[src/rtl/systolic_sequencer.sv]
`default_nettype none
// ============================================================================
// systolic_sequencer : runs one output tile (clear, compute, flush, store)
// Revision: 1.0
// ============================================================================
module systolic_sequencer #(
    parameter int ARR_SIZE  = 4,
    parameter int ADDR_W    = 7,
    parameter int OP_ADDR_W = 4
) (
    input  logic                 clk,
    input  logic                 rst,
    input  logic                 start,
    input  logic [7:0]           k_len,
    input  logic [OP_ADDR_W-1:0] out_base,
    input  logic                 stall,
    output logic                 busy,
    output logic                 done,
    output logic                 err,
    output logic [1:0]           state_signal,
    output logic                 i_mode,
    output logic [ADDR_W-1:0]    rd_addr,
    output logic                 acc_reset,
    output logic                 store_output,
    output logic [OP_ADDR_W-1:0] op_buf_addr
);

    localparam int STORE_LEN = ARR_SIZE * ARR_SIZE;
    localparam int CNT_W     = ($clog2(STORE_LEN + 1) > 8) ? $clog2(STORE_LEN + 1) : 8;

    localparam logic [CNT_W-1:0] c_FLUSH_LAST = CNT_W'(2 * ARR_SIZE - 3);
    localparam logic [CNT_W-1:0] c_STORE_LAST = CNT_W'(STORE_LEN - 1);
    localparam logic [1:0]       c_SIG_HOLD   = 2'b00;
    localparam logic [1:0]       c_SIG_STREAM = 2'b01;
    localparam logic [1:0]       c_SIG_FLUSH  = 2'b10;
    localparam logic [1:0]       c_SIG_DRAIN  = 2'b11;

    typedef enum logic [2:0] {
        S_IDLE    = 3'd0,
        S_CLEAR   = 3'd1,
        S_COMPUTE = 3'd2,
        S_FLUSH   = 3'd3,
        S_STORE   = 3'd4,
        S_DONE    = 3'd5
    } state_t;

    state_t                 state_q;
    logic [CNT_W-1:0]       cnt_q;
    logic [CNT_W-1:0]       k_last_q;
    logic [OP_ADDR_W-1:0]   base_q;
    logic                   busy_q;
    logic                   done_q;
    logic                   err_q;
    logic                   acc_reset_q;
    logic [1:0]             sig_q;
    logic [ADDR_W-1:0]      rd_addr_q;
    logic [OP_ADDR_W-1:0]   op_addr_q;
    logic                   mode_en_q;
    logic                   store_en_q;

    always_ff @(posedge clk) begin
        if (rst) begin
            state_q     <= S_IDLE;
            cnt_q       <= '0;
            k_last_q    <= '0;
            base_q      <= '0;
            busy_q      <= 1'b0;
            done_q      <= 1'b0;
            err_q       <= 1'b0;
            acc_reset_q <= 1'b0;
            sig_q       <= c_SIG_HOLD;
            rd_addr_q   <= '0;
            op_addr_q   <= '0;
            mode_en_q   <= 1'b0;
            store_en_q  <= 1'b0;
        end else begin
            done_q      <= 1'b0;
            err_q       <= 1'b0;
            acc_reset_q <= 1'b0;
            case (state_q)
                S_IDLE: begin
                    if (start) begin
                        if (k_len != 8'd0) begin
                            k_last_q    <= CNT_W'(k_len - 8'd1);
                            base_q      <= out_base;
                            state_q     <= S_CLEAR;
                            busy_q      <= 1'b1;
                            acc_reset_q <= 1'b1;
                            rd_addr_q   <= '0;
                        end else begin
                            err_q <= 1'b1;
                        end
                    end
                end
                S_CLEAR: begin
                    state_q   <= S_COMPUTE;
                    sig_q     <= c_SIG_STREAM;
                    mode_en_q <= 1'b1;
                    cnt_q     <= '0;
                end
                S_COMPUTE: begin
                    if (!stall) begin
                        if (cnt_q == k_last_q) begin
                            // rd_addr keeps the last beat address through FLUSH
                            state_q <= S_FLUSH;
                            sig_q   <= c_SIG_FLUSH;
                            cnt_q   <= '0;
                        end else begin
                            cnt_q     <= cnt_q + 1'b1;
                            rd_addr_q <= rd_addr_q + 1'b1;
                        end
                    end
                end
                S_FLUSH: begin
                    if (!stall) begin
                        if (cnt_q == c_FLUSH_LAST) begin
                            state_q    <= S_STORE;
                            sig_q      <= c_SIG_DRAIN;
                            mode_en_q  <= 1'b0;
                            store_en_q <= 1'b1;
                            cnt_q      <= '0;
                            op_addr_q  <= base_q;
                        end else begin
                            cnt_q <= cnt_q + 1'b1;
                        end
                    end
                end
                S_STORE: begin
                    if (!stall) begin
                        if (cnt_q == c_STORE_LAST) begin
                            state_q    <= S_DONE;
                            sig_q      <= c_SIG_HOLD;
                            store_en_q <= 1'b0;
                            done_q     <= 1'b1;
                        end else begin
                            cnt_q     <= cnt_q + 1'b1;
                            op_addr_q <= op_addr_q + 1'b1;
                        end
                    end
                end
                S_DONE: begin
                    state_q <= S_IDLE;
                    busy_q  <= 1'b0;
                end
                default: begin
                    state_q <= S_IDLE;
                    busy_q  <= 1'b0;
                end
            endcase
        end
    end

    // A stalled beat must not be consumed in the very cycle the stall is raised,
    // so the two strobes are masked by the live stall input.
    assign i_mode       = mode_en_q  & ~stall;
    assign store_output = store_en_q & ~stall;

    assign busy         = busy_q;
    assign done         = done_q;
    assign err          = err_q;
    assign acc_reset    = acc_reset_q;
    assign state_signal = sig_q;
    assign rd_addr      = rd_addr_q;
    assign op_buf_addr  = op_addr_q;

endmodule
`default_nettype wire

[config.mk]
export PLATFORM = sky130hd
export DESIGN_NAME = systolic_sequencer
export DESIGN_NICKNAME = d
export VERILOG_FILES = /design/src/rtl/systolic_sequencer.sv
export SDC_FILE = /design/constraint.sdc
export NUM_CORES = 1
export LEC_CHECK = 0
export CAP_MARGIN = 20
export CORE_MARGIN = 10
export CORE_UTILIZATION = 50
export CTS_CLUSTER_DIAMETER = 40
export DETAILED_ROUTE_END_ITERATION = 8
export GPL_TIMING_DRIVEN = 0
export MAX_ROUTING_LAYER = met4
export PLACE_DENSITY = 0.75
export SLEW_MARGIN = 20
export SYNTH_ARGS = -nofsm -noshare
export SYNTH_HDL_FRONTEND = slang
export SYNTH_SLANG_ARGS = --single-unit
[constraint.sdc]
create_clock -name clk -period 5.7 [get_ports clk]
set_clock_uncertainty 0.05 [all_clocks]
set_input_delay 0.855 -clock clk [delete_from_list [all_inputs] [get_ports clk]]
set_output_delay 0.855 -clock clk [all_outputs]
set_load 0.1 [all_outputs]
; After elaboration in Yosys (flattened, before gate mapping)
; Cells that the tools add are included.
; W data, S select, Z words.
[op_classes]
reduce_logical = 18
bitwise = 7
n_addsub = 4
n_mux = 47
eq_ne = 17
[ops]
columns = op, count
row1 = $mux W8, 6
row2 = $pmux W8 S4, 1
row3 = $mux W7, 4
row4 = $mux W3, 8
row5 = $ne A2 B2 Y1 const B, 10
row6 = $reduce_and A5 Y1, 4
row7 = $mux W4, 4
row8 = $pmux W3 S5, 1
row9 = $pmux W7 S2, 1
row10 = $mux W2, 6
row11 = $mux W1, 11
row12 = $reduce_and A3 Y1, 3
row13 = $add A8 B1 Y8 const B, 1
row14 = $eq A8 B3 Y1 const B, 1
row15 = $eq A8 B4 Y1 const B, 1
row16 = $eq A8 B8 Y1, 1
row17 = $pmux W2 S4, 1
row18 = $pmux W4 S2, 1
row19 = $reduce_and A8 Y1, 1
row20 = $reduce_bool A8 Y1, 1
row21 = $sub A8 B1 Y8 const B, 1
row22 = $add A7 B1 Y7 const B, 1
row23 = $reduce_and A7 Y1, 1
row24 = $eq A3 B2 Y1 const B, 2
row25 = other kinds (11), 21
[totals]
elab_cells = 106
reg_bits = 42
inputBits = 16
output_inout_bits = 19

; Logic depth before layout (Yosys ltp)
; Gate-level depths: netlist (run 1).
[logic_depth]
word_depth = 4
mapped_depth = 8
depth_no_buf = 7

; Least setup slack after synthesis (run 1)
; No wires, ideal clock.
[synth_timing]
kind = input-to-output
start = in stall
end = out i_mode
n_path_buf = 1
t_arrival_ns = 2.399
slack_ns = 2.396
cell_stages = 2
required_ns = 4.795
path_cell_list = clkbuf_1 nor2b_1
[synth_between]
elab_chain_cells = 2
[synth_rtl]
columns = item, line
row1 = "start, declared", 16  ; input logic stall,
row2 = $not A1 Y1, 155  ; assign i_mode = mode_en_q & ~stall;
row3 = $and A1 B1 Y1, 155
row4 = "end, declared", 21  ; output logic i_mode,
; No other way between the ends.

; Worst setup path in the final report (run 1)
; Same ends and word-level chain as after synthesis.

==> impl_metrics.tcl, run 1 <==
set metrics [dict create \
    finalSetupTns_ns 0 \
    dpl.cell_count 352 \
    cp_max_fo 10 \
    hold_ws_ns 0.417 \
    cts_tree "built" \
    overflow 0 \
    top_usage_layer "met2" \
    final_area_um2 2780 \
    pin_count 35 \
    drcViolationCount 0 \
    relSlewSlack 0.349 \
    maxCapViolCount 0 \
    grt_max_degree 14 \
    fin_crit_sh 0.679 \
    crit_path_end_kind "primary output" \
    grt_pass1_vias 1948 \
    antenna_found_initial 0 \
    start_util 0.519 \
    leakage_nw 1.02 \
    grt_pass1_wl_um 9400 \
    synth_edf_count 0 \
    die_height_um 87.5 \
    numClockSinks 42 \
    finalPower_mw 1.00 \
    critPathSlowestCell "clkdlybuf4s50_1" \
    synthToLayoutAreaGrowth_pct 22.0 \
    ctsResizeCount 0 \
    antenna_cells 0 \
    yosysSeqAreaShare 0.369 \
    numCtsBuffers 5 \
    synthFlopType "dfxtp_1" \
    period_minus_slack_ns 3.87 \
    drive_above_1_share 0.0779 \
    clk_path_buf_depth 2 \
    drt-pass1-iter-count 4 \
    grtUsageMet2 0.222 \
    slowest_delay_ns 1.15 \
    nets 329 \
    die_w_um 87.5 \
    cts-root-buf "clkbuf_8" \
    gp_congestion 0.909 \
    coreArea_um2 4380 \
    grt_use_total 0.153 \
    post-place-ws_ns 1.83 \
    ys_types 46 \
    timing.fmax_mhz 259 \
    hpwl_um 4080 \
    ys_warn_count 0 \
    die_area_um2 7650 \
    fin_ws_ns 1.83 \
    synth.net_count 288 \
    hold_buffers 0 \
    grt_use_met3 0.0346 \
    ir_drop_mv 0.216 \
    final_cells 360 \
    fin_util 0.634 \
    worstPathArrival_ns 2.96 \
    worst_ep_required_time_ns 4.80 \
    wl_per_cell_um 15.0 \
    crit_chain "clkdlybuf4s50_1, clkbuf_1, nor2b_1, clkdlybuf4s50_1" \
    routed_via_density 5.68 \
    synthArstFlopShare 0 \
    port_buffers 34 \
    clk_pin_slew_ns 0.08 \
    hold_violations 0 \
    clk_latency_ns 0.29 \
    final_max_slew_viol_count 0 \
    crit_top_cell "clkdlybuf4s50_1" \
    tightest_slew_ns 0.973 \
    start_kind "input pin" \
    crit_type "in2out" \
    post_cts_buffers 0 \
    seqCellArea_um2 841 \
    p_per_area_nw_per_um2 361 \
    ys_seq_elements 42 \
    drtAntennaViolNets 0 \
    met1_usage 0.204 \
    outcome "completed" \
    drt-total-wl_um 5400 \
    hold_class "reg2reg" \
    post_dp_cell_area_um2 2680 \
    syn-instance-count 266 \
    vias 2046 \
    htreeDepth 2 \
    multi_input_comb_area_um2 1310 \
    syn_area_um2 2280 \
    fillers 406 \
    drt_iter0_drc 171 \
    rows 24 \
    syn_area_per_cell_um2 8.56 \
    setup_viol 0 \
    rsz0062_at_grt "false" \
]
==> area by class of cell <==
cell class	instances	area share
multi-input cells	201	0.470
inverters	8	0.0108
well taps	52	0.0234
plain buffers	15	0.0365
flip-flops and latches	42	0.303
clock buffers	6	0.0297
repair buffers	34	0.123
clock inverters	2	0.00450
==> per-layer routing <==
layer / part of all wire / vias to the layer above
li1: - / 1048
met1: 0.49 / 945
met2: 0.45 / 48
met3: 0.046 / 5
met4: 0.0067 / 0
met5: 0 / -
==> synth_stat cells, types with 5 or more instances <==
cell type / instances / share of area
dfxtp_1: 42 / 0.37
ha_1: 6 / 0.033
nand2_1: 17 / 0.028
or3_1: 10 / 0.027
a211oi_1: 12 / 0.040
o211ai_1: 5 / 0.016
nor2_1: 31 / 0.051
xor2_1: 14 / 0.054
o31ai_1: 5 / 0.016
inv_1: 8 / 0.013
a21oi_1: 15 / 0.033
xnor2_1: 7 / 0.027
nor4_1: 5 / 0.014
a31oi_1: 12 / 0.033
clkbuf_1: 7 / 0.012
mux2i_1: 7 / 0.031
nand3_1: 6 / 0.013
o21ai_0: 9 / 0.020
and3_1: 5 / 0.014
==> cells by family after synthesis <==
logic type,share of synthesized area
simple gates,0.213
compound gates,0.215
flops,0.369
buf+inv,0.0577
xor+xnor,0.0808
mux,0.0308
fa+ha+maj,0.0330
==> worst max-delay path, delay by kind of cell <==
family                 cells  cell delay (ns)
buffers and inverters      3             1.92
and+or+nand+nor            1             0.18
==> cell usage in the layout, fill, tap and decap left out, types with 7 or more instances in the layout <==
cell type / instances
a31oi_1: 12
inv_1: 8
clkbuf_1: 7
a21oi_1: 15
xnor2_1: 7
mux2i_1: 7
a211oi_1: 12
xor2_1: 14
clkdlybuf4s50_1: 34
nand2_1: 17
nor2_1: 31
o21ai_0: 9
or3_1: 10
dfxtp_1: 42
==> sequential cells by signal, indices dropped and copies added (netlist names), 2 cells and up <==
register / cells
state_signal: 2
op_buf_addr: 4
base_q: 4
rd_addr: 7
cnt_q: 8
state_q: 3
k_last_q: 8
==> path summary, 6_finish.rpt <==
path	startpoint	to	slack, ns	cells past startpoint
setup / recovery	stall	i_mode	1.83	4
hold / removal	mode_en_q	mode_en_q	0.42	2
setup reg to reg	cnt_q[0]	cnt_q[2]	3.01	6
hold reg to reg	mode_en_q	mode_en_q	0.42	2
==> where the power goes <==
group | switching [mW] | internal [mW] | total, mW
combinational | 0.276 | 0.153 | 0.429
sequential | 0.0366 | 0.340 | 0.376
clock | 0.101 | 0.0973 | 0.198
total | 0.413 | 0.590 | 1.00
No activity file was read; power rests on OpenSTA's default activity.
==> inputs of run 2 (changes only) <==
--- a/config.mk
+++ b/config.mk
@@ -7,7 +7,7 @@
 export LEC_CHECK = 0
 export CAP_MARGIN = 20
 export CORE_MARGIN = 10
-export CORE_UTILIZATION = 50
+export CORE_UTILIZATION = 48
 export CTS_CLUSTER_DIAMETER = 40
 export DETAILED_ROUTE_END_ITERATION = 8
 export GPL_TIMING_DRIVEN = 0
==> constraint.sdc (replaced) <==
create_clock -name clk -period 3.1 [get_ports clk]
set_clock_uncertainty 0.05 [all_clocks]
set_input_delay 0.465 -clock clk [delete_from_list [all_inputs] [get_ports clk]]
set_output_delay 0.465 -clock clk [all_outputs]
set_load 0.1 [all_outputs]
==> impl_metrics.tcl, run 2 (same netlist as run 1, synthesis figures left out) <==
set metrics [dict create \
    top_usage_layer "met2" \
    crit_path_end_kind "primary output" \
    routed_via_density 5.75 \
    clk_pin_slew_ns 0.07 \
    worstSetupPathDepth 4 \
    crit_start "stall" \
    period_minus_slack_ns 2.82 \
    layout_commonest_cell "dfxtp_1" \
    grt_pass1_wl_um 9310 \
    die_area_um2 7900 \
    worstPathArrival_ns 2.30 \
    gp_congestion 0.926 \
    htreeDepth 2 \
    drt-total-wl_um 5530 \
    grt_use_met3 0.0313 \
    p_per_area_nw_per_um2 662 \
    die_w_um 88.9 \
    nets 329 \
    fillers 410 \
    numCtsBuffers 5 \
    leakage_nw 1.04 \
    rsz0062_at_grt "false" \
    cts_tree "built" \
    drt-pass1-iter-count 4 \
    grt_max_degree 13 \
    drtAntennaViolNets 0 \
    mostFrequentLayoutCells "42 x dfxtp_1, 32 x clkdlybuf4s50_1, 31 x nor2_1, 17 x nand2_1, 15 x a21oi_1" \
    cts-root-buf "clkbuf_8" \
    crit_family "buffers and inverters" \
    wl_per_cell_um 15.4 \
    slowest_delay_ns 0.87 \
    grtUsageMet2 0.225 \
    fin_crit_sh 0.909 \
    drive_above_1_share 0.0747 \
    timing.fmax_mhz 355 \
    hold_violations 0 \
    coreArea_um2 4470 \
    relSlewSlack 0.344 \
    post_cts_buffers 0 \
    clk_path_buf_depth 2 \
    antenna_found_initial 0 \
    drcViolationCount 0 \
    critPathSlowestCell "dlygate4sd2_1" \
    crit_chain "clkdlybuf4s50_1, clkbuf_1, nor2b_1, dlygate4sd2_1" \
    worstRegToRegCells 6 \
    port_buffers 34 \
    start_util 0.509 \
    rows 24 \
    antenna_cells 0 \
    ctsResizeCount 1 \
    cp_max_fo 10 \
    r2r_slack_ns 0.43 \
    numClockSinks 42 \
    finalSetupTns_ns 0 \
    die_height_um 88.9 \
    drt_iter0_drc 116 \
    hpwl_um 4220 \
    pin_count 35 \
    synthToLayoutAreaGrowth_pct 21.9 \
    critPathCapture "i_mode" \
    met1_usage 0.200 \
    crit_type "in2out" \
    maxCapViolCount 0 \
    rr_startpoint "cnt_q[0]" \
    grt_pass1_vias 1955 \
    vias 2070 \
    grt_use_total 0.151 \
    ir_drop_mv 0.348 \
    outcome "completed" \
    clk_latency_ns 0.29 \
    hold_class "reg2reg" \
    start_kind "input pin" \
    r2r-end "cnt_q[3]" \
    hold_buffers 0 \
    finalPower_mw 1.84 \
    final_max_slew_viol_count 0 \
    worst_ep_required_time_ns 2.58 \
    overflow 0 \
    setup_viol 0 \
    tightest_slew_ns 0.981 \
    path_buf_inv 3 \
]
## run 2: tightest hold or removal path, cell delays in order (launching register included)
cell and delay [ns]:
dfxtp_1 0.31, o41ai_1 0.06, a21oi_1 0.06
## run 2: final cells by class
cell class	instances	area (um^2)	share of cell area
sequential	42	841	0.303
buffer	15	101	0.0365
multi-input combinational	201	1310	0.470
timing repair buffer	34	342	0.123
inverter	8	30.0	0.0108
clock buffer	7	86.3	0.0311
clock inverter	1	5.00	0.00180
tap	52	65.1	0.0234
## run 2: stage by stage
step / cell area [um^2] / cells / hold slack (ns) / utilization / setup slack, ns
2_1_floorplan: 2280 / 266 / 0.384 / - / 0.576
3_3_place_gp: 2680 / 352 / 0.402 / 0.600 / -0.00139
3_5_place_dp: 2680 / 352 / 0.410 / 0.600 / -0.00408
4_1_cts: 2770 / 360 / 0.421 / 0.620 / 0.0257
5_1_grt: 2780 / 360 / 0.447 / 0.620 / 0.140
6_report: 2780 / 360 / 0.420 / 0.620 / 0.283
## run 2: worst min-delay path by stage
stage | startpoint | cells past startpoint | to
5_1_grt | mode_en_q | 2 | mode_en_q
4_1_cts | mode_en_q | 2 | mode_en_q
3_5_place_dp | mode_en_q | 2 | mode_en_q
6_report | mode_en_q | 2 | mode_en_q
2_1_floorplan | mode_en_q | 2 | mode_en_q
3_3_place_gp | rd_addr[6] | 1 | rd_addr[6]
## run 2: layer usage
layer	wire, um	vias to the layer above
met5	0	-
met4	43	0
met3	212	4
met2	2500	46
met1	2770	971
li1	-	1049
## run 2: report_power, final
part,switching (mW),total [mW],internal [mW]
sequential,0.0685,0.693,0.625
clock,0.176,0.356,0.180
combinational,0.508,0.788,0.280
==> inputs of run 3 (changes only) <==
--- a/config.mk
+++ b/config.mk
@@ -5,14 +5,15 @@
 export SDC_FILE = /design/constraint.sdc
 export NUM_CORES = 1
 export LEC_CHECK = 0
-export CAP_MARGIN = 20
+export CAP_MARGIN = 25
 export CORE_MARGIN = 10
-export CORE_UTILIZATION = 48
+export CORE_UTILIZATION = 50
 export CTS_CLUSTER_DIAMETER = 40
 export DETAILED_ROUTE_END_ITERATION = 8
+export DONT_BUFFER_PORTS = 1
 export GPL_TIMING_DRIVEN = 0
 export MAX_ROUTING_LAYER = met4
-export PLACE_DENSITY = 0.75
+export PLACE_DENSITY = 0.68
 export SLEW_MARGIN = 20
 export SYNTH_ARGS = -nofsm -noshare
 export SYNTH_HDL_FRONTEND = slang
==> impl_metrics.tcl, run 3 (same netlist as run 1, synthesis figures left out) <==
set metrics [dict create \
    grt_pass1_wl_um 9180 \
    numClockSinks 42 \
    grt_pass1_vias 1810 \
    swShare 0.402 \
    vias 1952 \
    clk_pin_slew_ns 0.08 \
    port_buffers 0 \
    p_sw_mw 0.750 \
    setup_viol 0 \
    post_dp_cell_area_um2 2350 \
    leakage_nw 0.919 \
    cts-root-buf "clkbuf_8" \
    final_cells 327 \
    hold_violations 0 \
    timing.fmax_mhz 358 \
    r2r-end "cnt_q[2]" \
    rsz0062_at_grt "false" \
    die_w_um 87.5 \
    nets 297 \
    pwr-share-clk 0.237 \
    path_buf_inv 0 \
    post_cts_buffers 0 \
    mostFrequentLayoutCells "42 x dfxtp_1, 31 x nor2_1, 17 x nand2_1, 15 x a21oi_1, 14 x xor2_1" \
    tightest_slew_ns 1.09 \
    coreArea_um2 4380 \
    ir_drop_mv 0.405 \
    drive_above_1_share 0.0945 \
    clk_latency_ns 0.29 \
    critPathSlowestCell "o31ai_1" \
    die_height_um 87.5 \
    rr_startpoint "cnt_q[0]" \
    r2r_slack_ns 0.31 \
    pin_count 35 \
    htreeDepth 2 \
    p_per_area_nw_per_um2 750 \
    hold_class "in2reg" \
    crit_family "compound AO/OA/AOI/OAI gates" \
    p_seq_frac 0.440 \
    antenna_found_initial 0 \
    rows 24 \
    relSlewSlack 0.271 \
    ctsResizeCount 0 \
    drcViolationCount 0 \
    layout_commonest_cell "dfxtp_1" \
    hold_ws_ns 0.212 \
    maxCapViolCount 0 \
    hold_start "k_len[0]" \
    grt_max_degree 13 \
    final_area_um2 2490 \
    crit_chain "ha_1, and3_1, a2111oi_2, o21ai_0, o31ai_1, nor2_1" \
    drtAntennaViolNets 0 \
    antenna_cells 0 \
    pwr-share-comb 0.323 \
    holdPathStages 1 \
    crit_path_end_kind "register" \
    intPower_mw 1.12 \
    worstSetupPathDepth 6 \
    synthToLayoutAreaGrowth_pct 9.40 \
    whs_endpoint "k_last_q[0]" \
    cp_max_fo 7 \
    dpl.cell_count 318 \
    period_minus_slack_ns 2.79 \
    final_max_slew_viol_count 0 \
    slowest_delay_ns 0.78 \
    clk_path_buf_depth 2 \
    worstPathArrival_ns 2.89 \
    die_area_um2 7650 \
    hpwl_um 4070 \
    drt-total-wl_um 5480 \
    drt_iter0_drc 144 \
    start_kind "register" \
    worstRegToRegCells 6 \
    outcome "completed" \
    wl_per_cell_um 16.7 \
    grt_use_total 0.153 \
    numCtsBuffers 5 \
    overflow 0 \
    crit_type "reg2reg" \
    drt-pass1-iter-count 4 \
    start_util 0.519 \
    routed_via_density 5.97 \
    gp_congestion 0.893 \
    finalSetupTns_ns 0 \
    finalPower_mw 1.87 \
    hold_buffers 0 \
    cts_tree "built" \
    fin_crit_sh 0.901 \
    worst_ep_required_time_ns 3.20 \
]
[run 3: worst register-to-register path, cell delays in order (launching register included)]
cell and delay [ns]:
dfxtp_1 0.39, ha_1 0.26, and3_1 0.22, a2111oi_2 0.53, o21ai_0 0.31, o31ai_1 0.78, nor2_1 0.12
[run 3: metrics by stage]
| step | setup WS (ns) | util |
|---|---|---|
| 2_1_floorplan | 0.576 | - |
| 3_3_place_gp | 0.374 | 0.534 |
| 3_5_place_dp | 0.382 | 0.535 |
| 4_1_cts | 0.317 | 0.561 |
| 5_1_grt | 0.121 | 0.568 |
| 6_report | 0.307 | 0.568 |
[run 3: area by class of cell]
cell class / instances / area, um^2
Buffer: 15 / 101
Clock buffer: 6 / 82.6
Clock inverter: 1 / 30.0
Fill cell: 429 / 1890
Inverter: 8 / 30.0
Multi-Input combinational cell: 201 / 1310
Sequential cell: 42 / 841
Tap cell: 52 / 65.1
Timing Repair Buffer: 2 / 31.3
[run 3: power by group through the flow]
stage                     logic, mW  clock network, mW  registers (mW)
after floorplan               0.487                  0           0.811
after global placement        0.591                  0           0.833
after detailed placement      0.595                  0           0.835
after CTS                     0.598              0.454           0.823
after global routing          0.674              0.471           0.835
final                         0.604              0.442           0.821
[run 3: worst max-delay path by stage]
| stage | end | from | slack, ns |
|---|---|---|---|
| final | cnt_q[2] | cnt_q[0] | 0.31 |
| after global routing | cnt_q[3] | cnt_q[0] | 0.12 |
| after CTS | cnt_q[2] | cnt_q[0] | 0.32 |
| after detailed placement | cnt_q[2] | cnt_q[0] | 0.38 |
| after global placement | cnt_q[1] | cnt_q[0] | 0.37 |
| after floorplan | i_mode | stall | 0.58 |
[run 3: per-layer routing]
layer  share of wire  wire length [um]  vias to the layer above  track usage
met5               0                 0                        -            -
met4           0.014                76                        0       0.0536
met3           0.058               318                        7       0.0393
met2            0.44              2420                       43        0.213
met1            0.49              2660                      916        0.207
li1                -                 -                      986            -
